`config.mk`:
```
export PLATFORM = sky130hd
export DESIGN_NAME = cdb_arbiter_flat
export DESIGN_NICKNAME = d
export VERILOG_FILES = /design/src/rtl/cdb_arbiter_if.sv /design/src/rtl/cdb_arbiter.sv /design/src/flat_wrapper.sv
export SDC_FILE = /design/constraint.sdc
export NUM_CORES = 1
export LEC_CHECK = 0
export ABC_AREA = 1
export BUFFER_PORTS_ARGS = -buffer_cell sky130_fd_sc_hd__clkbuf_2
export CAP_MARGIN = 5
export CORE_MARGIN = 2
export CORE_UTILIZATION = 35
export DETAILED_ROUTE_END_ITERATION = 10
export HOLD_SLACK_MARGIN = 0.03
export MAX_ROUTING_LAYER = met4
export PLACE_DENSITY = 0.76
export SKIP_CTS_REPAIR_TIMING = 1
export SYNTH_ARGS = -nofsm -noshare
export SYNTH_HDL_FRONTEND = slang
export SYNTH_SLANG_ARGS = --single-unit
```
`constraint.sdc`:
```
create_clock -name clk -period 4.3 [get_ports clk]
set_input_delay 1.075 -clock clk [delete_from_list [all_inputs] [get_ports clk]]
set_output_delay 1.075 -clock clk [all_outputs]
set_load 0.1 [all_outputs]
```
`src/rtl/cdb_arbiter_if.sv`:
```
// cdb_arbiter_if: FU request/payload bundle and the registered common data bus it feeds.
`ifndef NUM_CDBBITS
`define NUM_CDBBITS 39
`endif
`ifndef CDB_ON_FIELD
`define CDB_ON_FIELD 38
`endif

interface cdb_arbiter_if #(
   parameter int NUM_FU    = 5,
   parameter int PAYLOAD_W = `NUM_CDBBITS - 1
);
   logic                        flush;
   logic [NUM_FU-1:0]           req;
   logic [NUM_FU*PAYLOAD_W-1:0] payload;
   logic [`NUM_CDBBITS-1:0]     cdb;
   logic [NUM_FU-1:0]           grant;
   logic [31:0]                 bcast_cnt;
   logic [31:0]                 conflict_cnt;
   modport master (output flush, req, payload, input cdb, grant, bcast_cnt, conflict_cnt);
   modport slave  (input flush, req, payload, output cdb, grant, bcast_cnt, conflict_cnt);
endinterface

```
`src/rtl/cdb_arbiter.sv`:
```
// cdb_arbiter: round-robin pick of one FU result per cycle onto the registered CDB.
// Optional broadcast/conflict counters are enabled by defining CDB_PERF_CNT_EN.
`ifndef NUM_CDBBITS
`define NUM_CDBBITS 39
`endif
`ifndef CDB_ON_FIELD
`define CDB_ON_FIELD 38
`endif

module cdb_arbiter #(
   parameter int NUM_FU    = 5,
   parameter int PAYLOAD_W = `NUM_CDBBITS - 1,
   parameter int PTR_W     = $clog2(NUM_FU)
) (
   input logic             clk,
   input logic             rst,
   cdb_arbiter_if.slave    bus
);
   logic [PTR_W-1:0]     ptr_q, ptr_d, w;
   logic                 hit;
   logic                 on_q, on_d;
   logic [PAYLOAD_W-1:0] pl_q, pl_d;
   logic [NUM_FU-1:0]    grant_q, grant_d;

   always_comb begin
      w   = '0;
      hit = 1'b0;
      for (int i = 0; i < NUM_FU; i++) begin
         if (!hit && bus.req[(int'(ptr_q) + i) % NUM_FU]) begin
            hit = 1'b1;
            w   = PTR_W'((int'(ptr_q) + i) % NUM_FU);
         end
      end
      on_d    = hit && !bus.flush;
      pl_d    = on_d ? bus.payload[w*PAYLOAD_W +: PAYLOAD_W] : pl_q;
      grant_d = on_d ? NUM_FU'(1) << w : '0;
      ptr_d   = !on_d ? ptr_q : (w == PTR_W'(NUM_FU - 1)) ? '0 : w + PTR_W'(1);
   end

   always_ff @(posedge clk or posedge rst) begin
      if (rst) begin
         ptr_q   <= '0;
         on_q    <= 1'b0;
         pl_q    <= '0;
         grant_q <= '0;
      end else begin
         ptr_q   <= ptr_d;
         on_q    <= on_d;
         pl_q    <= pl_d;
         grant_q <= grant_d;
      end
   end

   assign bus.cdb   = {on_q, pl_q};
   assign bus.grant = grant_q;

`ifdef CDB_PERF_CNT_EN
   logic [31:0] bcast_q, bcast_d, conflict_q, conflict_d;

   always_comb begin
      bcast_d    = bcast_q + 32'(on_d);
      conflict_d = conflict_q + 32'(($countones(bus.req) >= 2) && !bus.flush);
   end

   always_ff @(posedge clk or posedge rst) begin
      if (rst) begin
         bcast_q    <= '0;
         conflict_q <= '0;
      end else begin
         bcast_q    <= bcast_d;
         conflict_q <= conflict_d;
      end
   end

   assign bus.bcast_cnt    = bcast_q;
   assign bus.conflict_cnt = conflict_q;
`else
   assign bus.bcast_cnt    = '0;
   assign bus.conflict_cnt = '0;
`endif
endmodule

```
`src/flat_wrapper.sv`:
```
// flat-port wrapper written by rule: the top's interface ports become plain ports
module cdb_arbiter_flat 
#(
   parameter int NUM_FU    = 5,
   parameter int PAYLOAD_W = `NUM_CDBBITS - 1,
   parameter int PTR_W     = $clog2(NUM_FU)
)
  (clk, rst, bus_flush, bus_req, bus_payload, bus_cdb, bus_grant, bus_bcast_cnt, bus_conflict_cnt);
  cdb_arbiter_if #(.NUM_FU(NUM_FU), .PAYLOAD_W(PAYLOAD_W)) bus_i ();
  input logic clk;
  input logic rst;
  input wire logic [$bits(bus_i.flush)-1:0] bus_flush;
  input wire logic [$bits(bus_i.req)-1:0] bus_req;
  input wire logic [$bits(bus_i.payload)-1:0] bus_payload;
  output wire logic [$bits(bus_i.cdb)-1:0] bus_cdb;
  output wire logic [$bits(bus_i.grant)-1:0] bus_grant;
  output wire logic [$bits(bus_i.bcast_cnt)-1:0] bus_bcast_cnt;
  output wire logic [$bits(bus_i.conflict_cnt)-1:0] bus_conflict_cnt;
  assign bus_i.flush = bus_flush;
  assign bus_i.req = bus_req;
  assign bus_i.payload = bus_payload;
  assign bus_cdb = bus_i.cdb;
  assign bus_grant = bus_i.grant;
  assign bus_bcast_cnt = bus_i.bcast_cnt;
  assign bus_conflict_cnt = bus_i.conflict_cnt;
  cdb_arbiter #(.NUM_FU(NUM_FU), .PAYLOAD_W(PAYLOAD_W), .PTR_W(PTR_W)) u_core (.clk(clk), .rst(rst), .bus(bus_i));
endmodule
```
==> results.toml <==
[clock_tree]
cts_buffer_depth = 2
clk_latency_ns = 0.28
htreeDepth = 2
numClockSinks = 47
cts_tree = "yes"
clkTransAtPathRegs_ns = 0.07
cts_buffers = 5
clockRootBuffer = "clkbuf_16"

[route]
vias_per_cell = 4.84
ant_nets = 0
drcViolationCount = 0
wl_um = 20500
drt_first_pass_iters = 5
wl_per_cell_um = 13.6
via_count = 7314
drtIter0Drc = 434

[final_layout]
finish.net_count = 1505
regArea_um2 = 1180
n_fill_cell = 1838
drive_above_1_share_pct = 25.4
area_delta_synth_final_pct = 25.2
multi_input_area_um2 = 3740
antennaDiodeCount = 0
final_cells = 1510

[placement]
dp_cells = 1497
place_ws_ns = -0.120
port_buffers = 241
place_congestion = 0.898
hpwl_um = 15200

[global_route]
antenna_found_initial = 0
grt_pass1_wl_um = 30000
grt.overflow.total = 0
track_usage_pct = 20.5
grt_pass1_vias = 6209
grt_max_degree = 77

[critical_path]
worstPathArrival_ns = 4.27
critPathRequiredTime_ns = 4.48
r2r_cells = 27
criticalPathCategory = "reg -> reg"
cp-end-kind = "flip-flop"
critPathMaxFanout = 55
critPathLaunchType = "flip-flop"
crit_path_top_delay_cell = "dfrtp_1"
slowest_delay_ns = 0.38

[logic_synthesis]
yosys_warnings = 0
ys_seq_elements = 47
netlist.area_leader.share_pct = 19.7
ys_seq_area_share_pct = 19.0
avgSynthCellArea_um2 = 5.78
syn_area_um2 = 6170
postSynthCellCount = 1069
synth_area_leaders = "nand2_1 (20%), dfrtp_1 (19%), nand3_1 (12%)"
synth_area_leader_cell = "nand2_1"
ys_types = 34

[floorplanning]
die_w_um = 137
fp.dieH_um = 137
fp-row-count = 48
start_util_pct = 35.7
ios = 306
die_area_um2 = 18700
core_um2 = 17300

[sta]
worstMarginPinSlew_ns = 1.04
max_freq_mhz = 245
clock_skew_ns = 0.00424
setup_violations = 0
rsz0062_at_grt = "yes"
hold_viol = 0
setup_ws_ns = 0.211
fin_crit_sh_pct = 95.1
period_needed_ns = 4.09
slew_viol_final = 0
slew_headroom_pct = 30.8

[run_status]
status = "finished, final reports clean"

[worst_hold_path]
hold_depth = 2
hp-class = "reg -> reg"

[flow_run]
drv_cap = 0
-- cells in the mapped netlist --
cell	n
xnor2_1	1
nor3_1	2
nand3_2	2
inv_2	9
nor2_1	19
or2_2	1
o21ai_1	28
nand4_1	80
o21bai_1	1
nand3_1	152
ha_1	23
a21oi_2	1
o21ai_2	2
nand2_1	324
buf_1	1
nand4_4	1
xor2_1	4
dfrtp_1	47
nand3b_1	1
buf_6	5
inv_1	195
o21ai_0	24
buf_2	26
nand3_4	2
nand2_4	1
conb_1	1
buf_4	69
clkbuf_1	26
and3_1	1
or2_0	1
nor2_8	1
a21oi_1	7
nand2_2	10
nor3b_1	1
-- final cells by class --
| type | instances | area share (%) |
|---|---|---|
| Timing Repair Buffer | 272 | 20.6 |
| Tap cell | 225 | 3.64 |
| Sequential cell | 47 | 15.2 |
| Clock buffer | 6 | 1.80 |
| Inverter | 204 | 9.91 |
| Multi-Input combinational cell | 754 | 48.4 |
| Clock inverter | 2 | 0.453 |
-- metrics by stage --
step / instance area [µm²] / TNS, ns / util [%] / hold WS (ns)
5_1_grt: 7730 / -3.07 / 44.7 / 0.497
3_3_place_gp: 7350 / 0 / 42.5 / 0.461
2_1_floorplan: 6410 / 0 / - / 0.789
6_report: 7730 / 0 / 44.7 / 0.481
4_1_cts: 7520 / -0.133 / 43.5 / 0.484
3_5_place_dp: 7350 / -0.120 / 42.5 / 0.464
-- logic make-up after synthesis --
logic type | share of synthesized area, %
fa+ha+maj | 4.66
other cells | 0.0607
compound gates | 5.33
flops | 19.0
buf+inv | 25.5
xor+xnor | 0.709
simple gates | 44.7
-- registers in the layout (all words and copies together) (netlist names) --
name and count:
u_core.ptr_q 3, u_core.on_q 1, u_core.pl_q 38, u_core.bus.grant 5
-- routing by layer --
layer,global-route usage [%],up-vias,routed length [µm]
met5,-,-,0
met4,4.52,0,363
met3,2.33,26,1620
met2,35.2,374,10100
met1,26.1,3259,8490
li1,-,3655,-
-- cells in the final DEF (no fill, tap or decap), drive strengths merged --
cell type,Yosys,final
nand2,335,335
clkbuf,26,248
inv,204,204
nand3,156,156
nand4,81,81
conb,1,64
o21ai,54,54
dfrtp,47,47
buf,101,30
ha,23,23
nor2,20,20
a21oi,8,8
xor2,4,4
nor3,2,2
or2,2,2
nand3b,1,1
xnor2,1,1
and3,1,1
nor3b,1,1
o21bai,1,1
bufinv,0,1
clkinv,0,1
-- critical path, delay by kind of cell (launching register included) --
kind	cells	cell delay, ns
xor gates and xnor gates	1	0.19
and+or+nand+nor	15	1.63
buffers and inverters	6	0.69
DFF	1	0.38
AOI/OAI and AO/OA	1	0.23
adders and majority gates	4	0.87
-- path summary, 6_finish.rpt --
check	slack, ns	to	from
worst min register to register	0.48	u_core.pl_q[26]	u_core.pl_q[26]
worst max-delay path	0.21	u_core.pl_q[37]	u_core.ptr_q[1]
worst min-delay path	0.48	u_core.pl_q[26]	u_core.pl_q[26]
worst max register to register	0.21	u_core.pl_q[37]	u_core.ptr_q[1]
min in group asynchronous	1.03	u_core.pl_q[10]	rst
max in group asynchronous	2.57	u_core.ptr_q[2]	rst
Power is left out: the tool's default activity adds up to more than one toggle a clock period on the data nets, which glitch-free logic cannot reach.
